`config.mk`:
```
export PLATFORM = sky130hd
export DESIGN_NAME = cpu_run_control
export DESIGN_NICKNAME = d
export VERILOG_FILES = /design/src/rtl/cpu_run_control.sv
export SDC_FILE = /design/constraint.sdc
export NUM_CORES = 1
export LEC_CHECK = 0
export ABC_AREA = 1
export CORE_MARGIN = 2
export CORE_UTILIZATION = 51
export DETAILED_ROUTE_END_ITERATION = 8
export GPL_TIMING_DRIVEN = 0
export PLACE_DENSITY = 0.81
export SLEW_MARGIN = 15
export SYNTH_ARGS = -nofsm -noshare
export SYNTH_HDL_FRONTEND = slang
export SYNTH_SLANG_ARGS = --single-unit
```
`constraint.sdc`:
```
create_clock -name clk -period 2.25 [get_ports clk]
set_input_delay 0.675 -clock clk [delete_from_list [all_inputs] [get_ports clk]]
set_output_delay 0.675 -clock clk [all_outputs]
set_load 0.02 [all_outputs]
```
`src/rtl/cpu_run_control.sv`:
```
// Run controller for the MiniSRC core: stretched CPU clear, run/step/pause via a
// clock enable, enabled-cycle counter, halt detection and an optional watchdog.
module cpu_run_control #(
   parameter int                 RST_CYCLES = 2,
   parameter int                 STATE_W    = 8,
   parameter logic [STATE_W-1:0] HALT_STATE = 8'hFF,
   parameter int                 CNT_W      = 32,
   parameter int                 TIMEOUT    = 0
) (
   input  logic               clk,
   input  logic               clr,
   input  logic               run_req,
   input  logic               step_req,
   input  logic               halt_req,
   input  logic [STATE_W-1:0] present_state,
   output logic               cpu_clr,
   output logic               cpu_en,
   output logic [CNT_W-1:0]   cycle_count,
   output logic [2:0]         run_state,
   output logic               done,
   output logic               timeout
);

   typedef enum logic [2:0] {
      S_RESET    = 3'd0,
      S_IDLE     = 3'd1,
      S_RUN      = 3'd2,
      S_STEP     = 3'd3,
      S_HALTED   = 3'd4,
      S_TIMEDOUT = 3'd5
   } state_t;

   localparam int                 RW       = (RST_CYCLES > 1) ? $clog2(RST_CYCLES) : 1;
   localparam logic [RW-1:0]      RST_LAST = RW'(RST_CYCLES - 1);
   localparam bit                 WD_ON    = (TIMEOUT != 0);
   localparam logic [CNT_W-1:0]   WD_LAST  = CNT_W'(TIMEOUT - 1);

   state_t           state;
   logic [RW-1:0]    rst_cnt;
   logic [CNT_W-1:0] count_next;
   logic             at_halt;
   logic             wd_hit;

   // Counter saturates at all-ones so a long free run never looks like a fresh start.
   assign count_next = (cycle_count == '1) ? cycle_count : cycle_count + CNT_W'(1);
   assign at_halt    = (present_state == HALT_STATE);
   assign wd_hit     = WD_ON && (cycle_count == WD_LAST);

   always_ff @(posedge clk) begin
      if (clr) begin
         state       <= S_RESET;
         rst_cnt     <= '0;
         cycle_count <= '0;
         done        <= 1'b0;
         timeout     <= 1'b0;
      end else begin
         case (state)
            S_RESET: begin
               if (rst_cnt == RST_LAST) state <= S_IDLE;
               else                     rst_cnt <= rst_cnt + RW'(1);
            end
            S_IDLE: begin
               if (run_req)       state <= S_RUN;
               else if (step_req) state <= S_STEP;
            end
            S_RUN: begin
               cycle_count <= count_next;
               if (at_halt) begin
                  state <= S_HALTED;
                  done  <= 1'b1;
               end else if (wd_hit) begin
                  state   <= S_TIMEDOUT;
                  timeout <= 1'b1;
               end else if (halt_req) begin
                  state <= S_IDLE;
               end
            end
            S_STEP: begin
               cycle_count <= count_next;
               if (at_halt) begin
                  state <= S_HALTED;
                  done  <= 1'b1;
               end else if (wd_hit) begin
                  state   <= S_TIMEDOUT;
                  timeout <= 1'b1;
               end else begin
                  state <= S_IDLE;
               end
            end
            S_HALTED, S_TIMEDOUT: begin
               state <= state;
            end
            default: begin
               state   <= S_RESET;
               rst_cnt <= '0;
            end
         endcase
      end
   end

   // The core clears synchronously, so it must be enabled while cpu_clr is high.
   assign cpu_clr   = (state == S_RESET);
   assign cpu_en    = (state == S_RESET) || (state == S_RUN) || (state == S_STEP);
   assign run_state = state;

endmodule

```
==> results of run 1 <==
-- final timing paths --
check | endpoint | cells past startpoint | startpoint | slack, ps
worst min register to register | done | 2 | done | 460
worst min-delay path | done | 2 | done | 460
worst max register to register | cycle_count[31] | 7 | run_state[1] | 330
worst max-delay path | cycle_count[2] | 1 | cycle_count[2] | 160
-- layout make-up --
type / count / area share (%)
clock inverters: 3 / 2.156
plain buffers: 10 / 2.239
inverters: 40 / 4.975
multi-input cells: 300 / 45.36
flip-flops and latches: 37 / 24.54
clock buffers: 5 / 2.280
repair buffers: 49 / 16.29
well taps: 52 / 2.156
-- Yosys cell counts, types with 4 or more instances --
cell     number  area share [%]
inv_2         4            0.64
inv_1        36             5.8
dfxtp_1      37              32
a21oi_1      22             4.7
nor3_1        7             1.5
nand3_1      38             8.2
a21oi_2      10             3.8
nand2_1     109              18
nor2_1       83              13
nand4_1      12             3.2
-- timing repair --
item | 4_1_cts | 5_1_grt
setup endpoints to repair | 1 | 1
setup buffers | 0 | 0
resized for setup | 1 | 1
-- through the flow --
stage	hold WS (ps)	power (W)	util (%)	cell area, µm²
after global routing	501.4	0.001917	68.84	3018
after floorplan	449.9	0.0009962	-	2327
after global placement	443.7	0.001150	65.75	2883
final	456.1	0.001827	68.84	3018
after CTS	465.5	0.001834	68.78	3015
after detailed placement	454.4	0.001156	65.75	2883
-- per-layer routing --
metal	wire length (µm)	up-vias	track usage (%)	share of wire, %
met1	2740	1212	33.95	43
met4	191	0	9.644	3.0
met5	0	-	0	0
met3	466	23	5.204	7.3
met2	2992	117	44.03	47
li1	-	1345	-	-
-- power breakdown --
part | switching [W] | leakage, nW | internal (W)
clock network | 0.000249 | 0.0681 | 0.000440
logic | 0.000254 | 0.824 | 0.000161
registers | 0.0000373 | 0.299 | 0.000685
total | 0.000541 | 1.19 | 0.00129
-- registers in the layout, indices dropped and copies added (netlist names) --
name / cells
cycle_count: 32
rst_cnt: 1
run_state: 3
done: 1
-- cell families after synthesis --
logic type / share of synthesized area, %
AO/OA/AOI/OAI: 8.709
XOR/XNOR: 1.129
adder cells (fa/ha/maj): 0.5375
buffers and inverters: 9.354
flip-flops: 31.83
other: 0.1611
AND/OR/NAND/NOR: 48.28
==> metrics.md, run 1 <==
| Metric | Value |
|---|---|
| Status | finished clean |
| Critical path class | reg -> out |
| Clock Skew | about 6.4 ps |
| Leak Pwr | 1.191 nW |
| Worst hold path type | reg -> reg |
| Worst-path clk slew | 70 ps |
| Crit path max fanout | 7 |
| Async set-reset flop share out of synthesis | 0% |
| Hold Vio Cnt, Final | 0 |
| Initial core utilization | approximately 53% |
| YS warnings | 0 |
| Ports | 52 |
| Remaining DRCs | 0 |
| Syn avg cell area | about 6 µm² |
| Die Span Y | 71.55 µm |
| Routed Antenna Nets | 0 |
| CTS tree | done |
| CP bufs+invs | 1 |
| Data required, critical path | around 1600 ps |
| Commonest non-fill, non-tap cell in the layout | nand2_1 |
| Largest net degree at the start of global routing | 13 |
| Max Slew Vio Count | 0 |
| CP top delay family | buffers and inverters |
| Drt first pass iters | 6 |
| Placer Congestion | between 0.9 and 1 |
| Worst-path cell chain | clkdlybuf4s50_1 |
| Setup tns final | 0 ps |
| Pwr dens | 605.4 nW/µm² |
| Fill cells | ~400 |
| Netlist cell types | 26 |
| Remaining Overflow, GRT | 0 |
| Layout cells sized above 1 | 8.784% |
| Drt via density | 5.438 |
| Setup slack after layout | 163.0 ps |
| Post-synth EDFFs | 0 |
| CP arrival | 1410 ps |
| Area growth syn-to-layout | 29.68% |
| CP Capture Type | output pin |
| CP Launch Type | flip-flop |
| Final setup vio count | 0 |
| Hold buffers post-CTS | 0 |
| First-pass GRT wire length | 10830 µm |
| DR iter-0 viols | 237 |
| WL/cell | 12.89 µm |
| Dpl cells | 488 |
| Die Area | 5119 µm² |
| Slowest CP cell | clkdlybuf4s50_1 |
| Port bufs | 49 |
| Root Buffer | clkbuf_8 |
| Longest Clk Path Bufs | 2 |
| Post-Syn Instances | 387 |
| Non-Filler Instances | 496 |
| GRT Total Usage | 26.43% |
| Seq. cell area | 740.7 µm² |
| Crit path largest cell delay | 660 ps |
| Number of antenna violations at the first check in global routing | 0 |
| Cell Rows | 24 |
| Synth Cell Area | between 2000 and 2500 µm² |
| Crit path time final | 2087 ps |
| Fmax | 479.1 MHz |
| Seq/Total Area, Yosys | a little under a third |
| Synth Flop Type | dfxtp_1 |
| Drt total wl | about 6400 µm |
| Pre-CTS WS | about 330 ps |
| Multi-input gate area in the final layout | ~1400 µm² |
| Period utilisation layout | 92.76% |
| Vias in the first global route | roughly 2500 |
| Layout Nets | ~460 |
| Core area | 4384 µm² |
| Detail Placement HPWL | 4979 µm |
| Most frequent cells in the layout | nand2_1 (109), nor2_1 (83), clkdlybuf4s50_1 (47) |
| Die width | 71.55 µm |
| Clk_lat worst skew | 290 ps |
| Via Count | around 2700 |
| Max Cap Viol | 0 |
| Syn_nets | 401 |
| Total CTS buffers | 5 |
| CTS H-tree lvls | 2 |
| Seq cells post-synth | 37 |
| RSZ-0062 raised after global routing | no |
| Clock Sinks | 37 |
| Peak supply drop | approximately 640 µV |
| Ant. Diodes | 0 |
Power figures use the tool's default switching activity.
==> run 2, diff against run 1 <==
CORE_UTILIZATION = 42   (was 51)
PLACE_DENSITY = 0.68   (was 0.81)
==> run 2 against run 1 <==
  * Wire length is 2.1% higher
  * Clock-buffer cell count is 1 higher
  * Largest power group unchanged
  * Total power is 13% lower
  * Final area is 0.87% lower
  * Die area is 20% higher
  * Sequential power hardly changed
  * Setup slack worse by 15 ps
  * Via count is 5.1% lower
  * Global-route usage is 3.8 points lower
==> metrics.md, run 2 (synthesis results as in run 1) <==
| Metric | Value |
|---|---|
| Status | finished clean |
| CTS tree | done |
| Max Cap Viol | 0 (unchanged) |
| Worst r2r src | run_state[1] |
| Crit path largest cell delay | 660 ps (about the same) |
| WL/cell | 12.65 µm (-1.8%) |
| Crit. path cell count | 1 (unchanged) |
| Setup slack after layout | 148.4 ps (-14.52 ps) |
| Worst-path clk slew | 70 ps (about the same) |
| Cell Rows | 27 (+13%) |
| Crit path time final | 2102 ps (+14.52 ps) |
| Vias in the first global route | 2276 (-8.1%) |
| Pwr dens | 530.5 nW/µm² (-12%) |
| CP top delay family | buffers and inverters |
| Routed Antenna Nets | 0 (unchanged) |
| Critical path class | reg -> out |
| Die width | 78.44 µm (+9.6%) |
| Worst hold path type | reg -> reg |
| Most frequent cells in the layout | nand2_1 (109), nor2_1 (83), clkdlybuf4s50_1 (47) |
| Max Slew Vio Count | 0 (unchanged) |
| Final setup vio count | 0 (unchanged) |
| Root Buffer | clkbuf_8 |
| Layout Nets | 457 (unchanged) |
| Port bufs | 49 (unchanged) |
| Placer Congestion | 0.9660 (+1.9%) |
| Fill cells | 557 (+42%) |
| Finished Core Util | 55.00% (-14 points) |
| Commonest non-fill, non-tap cell in the layout | nand2_1 |
| Crit path max fanout | 5 (-2) |
| CP arrival | 1430 ps (+20 ps) |
| Die Area | 6153 µm² (+20%) |
| Hold buffers post-CTS | 0 (unchanged) |
| CTS H-tree lvls | 2 (unchanged) |
| First-pass GRT wire length | 10960 µm (+1.2%) |
| RSZ-0062 raised after global routing | no |
| Worst-path cell chain | clkdlybuf4s50_1 |
| Peak supply drop | 475.4 µV (-26%) |
| Remaining DRCs | 0 (unchanged) |
| CP bufs+invs | 1 (unchanged) |
| Die Span Y | 78.44 µm (+9.6%) |
| Remaining Overflow, GRT | 0 (unchanged) |
| Reg with most FFs | cycle_count |
| Data required, critical path | 1570 ps (about the same) |
| Detail Placement HPWL | 5064 µm (+1.7%) |
| Ant. Diodes | 0 (unchanged) |
| Clock Sinks | 37 (unchanged) |
| Area growth syn-to-layout | 28.55% |
| Longest Clk Path Bufs | 2 (unchanged) |
| Worst setup path startpoint | cycle_count[12] |
| GRT Total Usage | 22.67% (-3.8 points) |
| Slowest CP cell | clkdlybuf4s50_1 |
| Setup tns final | 0 ps (unchanged) |
| Post-CTS setup buffers | 0 (unchanged) |
| Via Count | 2559 (-5.1%) |
| Total CTS buffers | 5 (unchanged) |
| Hold Vio Cnt, Final | 0 (unchanged) |
| Clk_lat worst skew | 290 ps (about the same) |
| DR iter-0 viols | 144 (-39%) |
| Period utilisation layout | 93.40% (+0.65 points) |
| Number of antenna violations at the first check in global routing | 0 (unchanged) |
| Largest net degree at the start of global routing | 12 (-1) |
| Setup slack, reg-to-reg | 440 ps (+110 ps) |
| FF-to-FF path depth | 7 (unchanged) |
| Initial core utilization | 42.79% (-10 points) |
| Fmax | 475.8 MHz (-0.69%) |
| Core area | 5439 µm² (+24%) |
| Ports | 52 (unchanged) |
| Drt total wl | 6528 µm (+2.1%) |
| Clock Skew | 6.186 ps (-0.2049 ps) |
| Layout cells sized above 1 | 8.559% (-0.23 points) |
| Slew @ Worst Pin | 518.5 ps |
| CP Capture Type | output pin |
| Leak Pwr | 1.168 nW (-1.9%) |
| Drt via density | 4.959 (-8.8%) |
| Pre-CTS WS | 338.2 ps (+5.293 ps) |
| Worst setup endpoint | cycle_count[12] |
| Worst r2r dst | cycle_count[31] |
| Rel. slew slack | 65.43% |
| Drt first pass iters | 5 (-1) |
| Max reg flops | 32 (unchanged) |
| CP Launch Type | flip-flop |
==> run 2: layer usage <==
| metal | routed length [µm] | global-route usage (%) |
|---|---|---|
| met1 | 3018 | 30.11 |
| met2 | 2932 | 35.52 |
| met3 | 354 | 4.598 |
| met4 | 223 | 10.00 |
| met5 | 0 | 0 |
==> run 2: worst min path at each step <==
stage	start	to	cells past startpoint
finish	done	done	2
floorplan	rst_cnt	rst_cnt	2
global route	done	done	2
detailed placement	done	done	2
global placement	done	done	2
CTS	done	done	2
==> run 2: layout make-up <==
cell class	instances	area (µm²)	area share [%]
Timing Repair Buffer	49	491.7	16.44
Clock inverter	2	10.01	0.3346
Sequential cell	37	740.7	24.76
Buffer	10	67.56	2.258
Tap cell	72	90.09	3.011
Multi-Input combinational cell	300	1369	45.75
Clock buffer	6	72.57	2.426
Inverter	40	150.1	5.019
==> run 2: per-stage QoR <==
step | hold slack [ps] | total power (W) | instances | instance area [µm²]
floorplan | 449.9 | 0.0009962 | 387 | 2327
global placement | 437.6 | 0.001157 | 508 | 2908
detailed placement | 442.4 | 0.001156 | 508 | 2908
CTS | 453.2 | 0.001604 | 516 | 2989
global route | 511.0 | 0.001678 | 516 | 2992
finish | 449.9 | 0.001587 | 516 | 2992
==> run 2: repair_timing <==
| item | in CTS | in global routing |
|---|---|---|
| setup endpoints to repair | 1 | 1 |
| hold endpoints to repair | 0 | 0 |
| gates resized for setup | 1 | 1 |
==> run 2: power breakdown <==
part	switching, W	internal [W]
Sequential	0.0000354	0.000685
Combinational	0.000255	0.000161
Clock	0.000236	0.000215
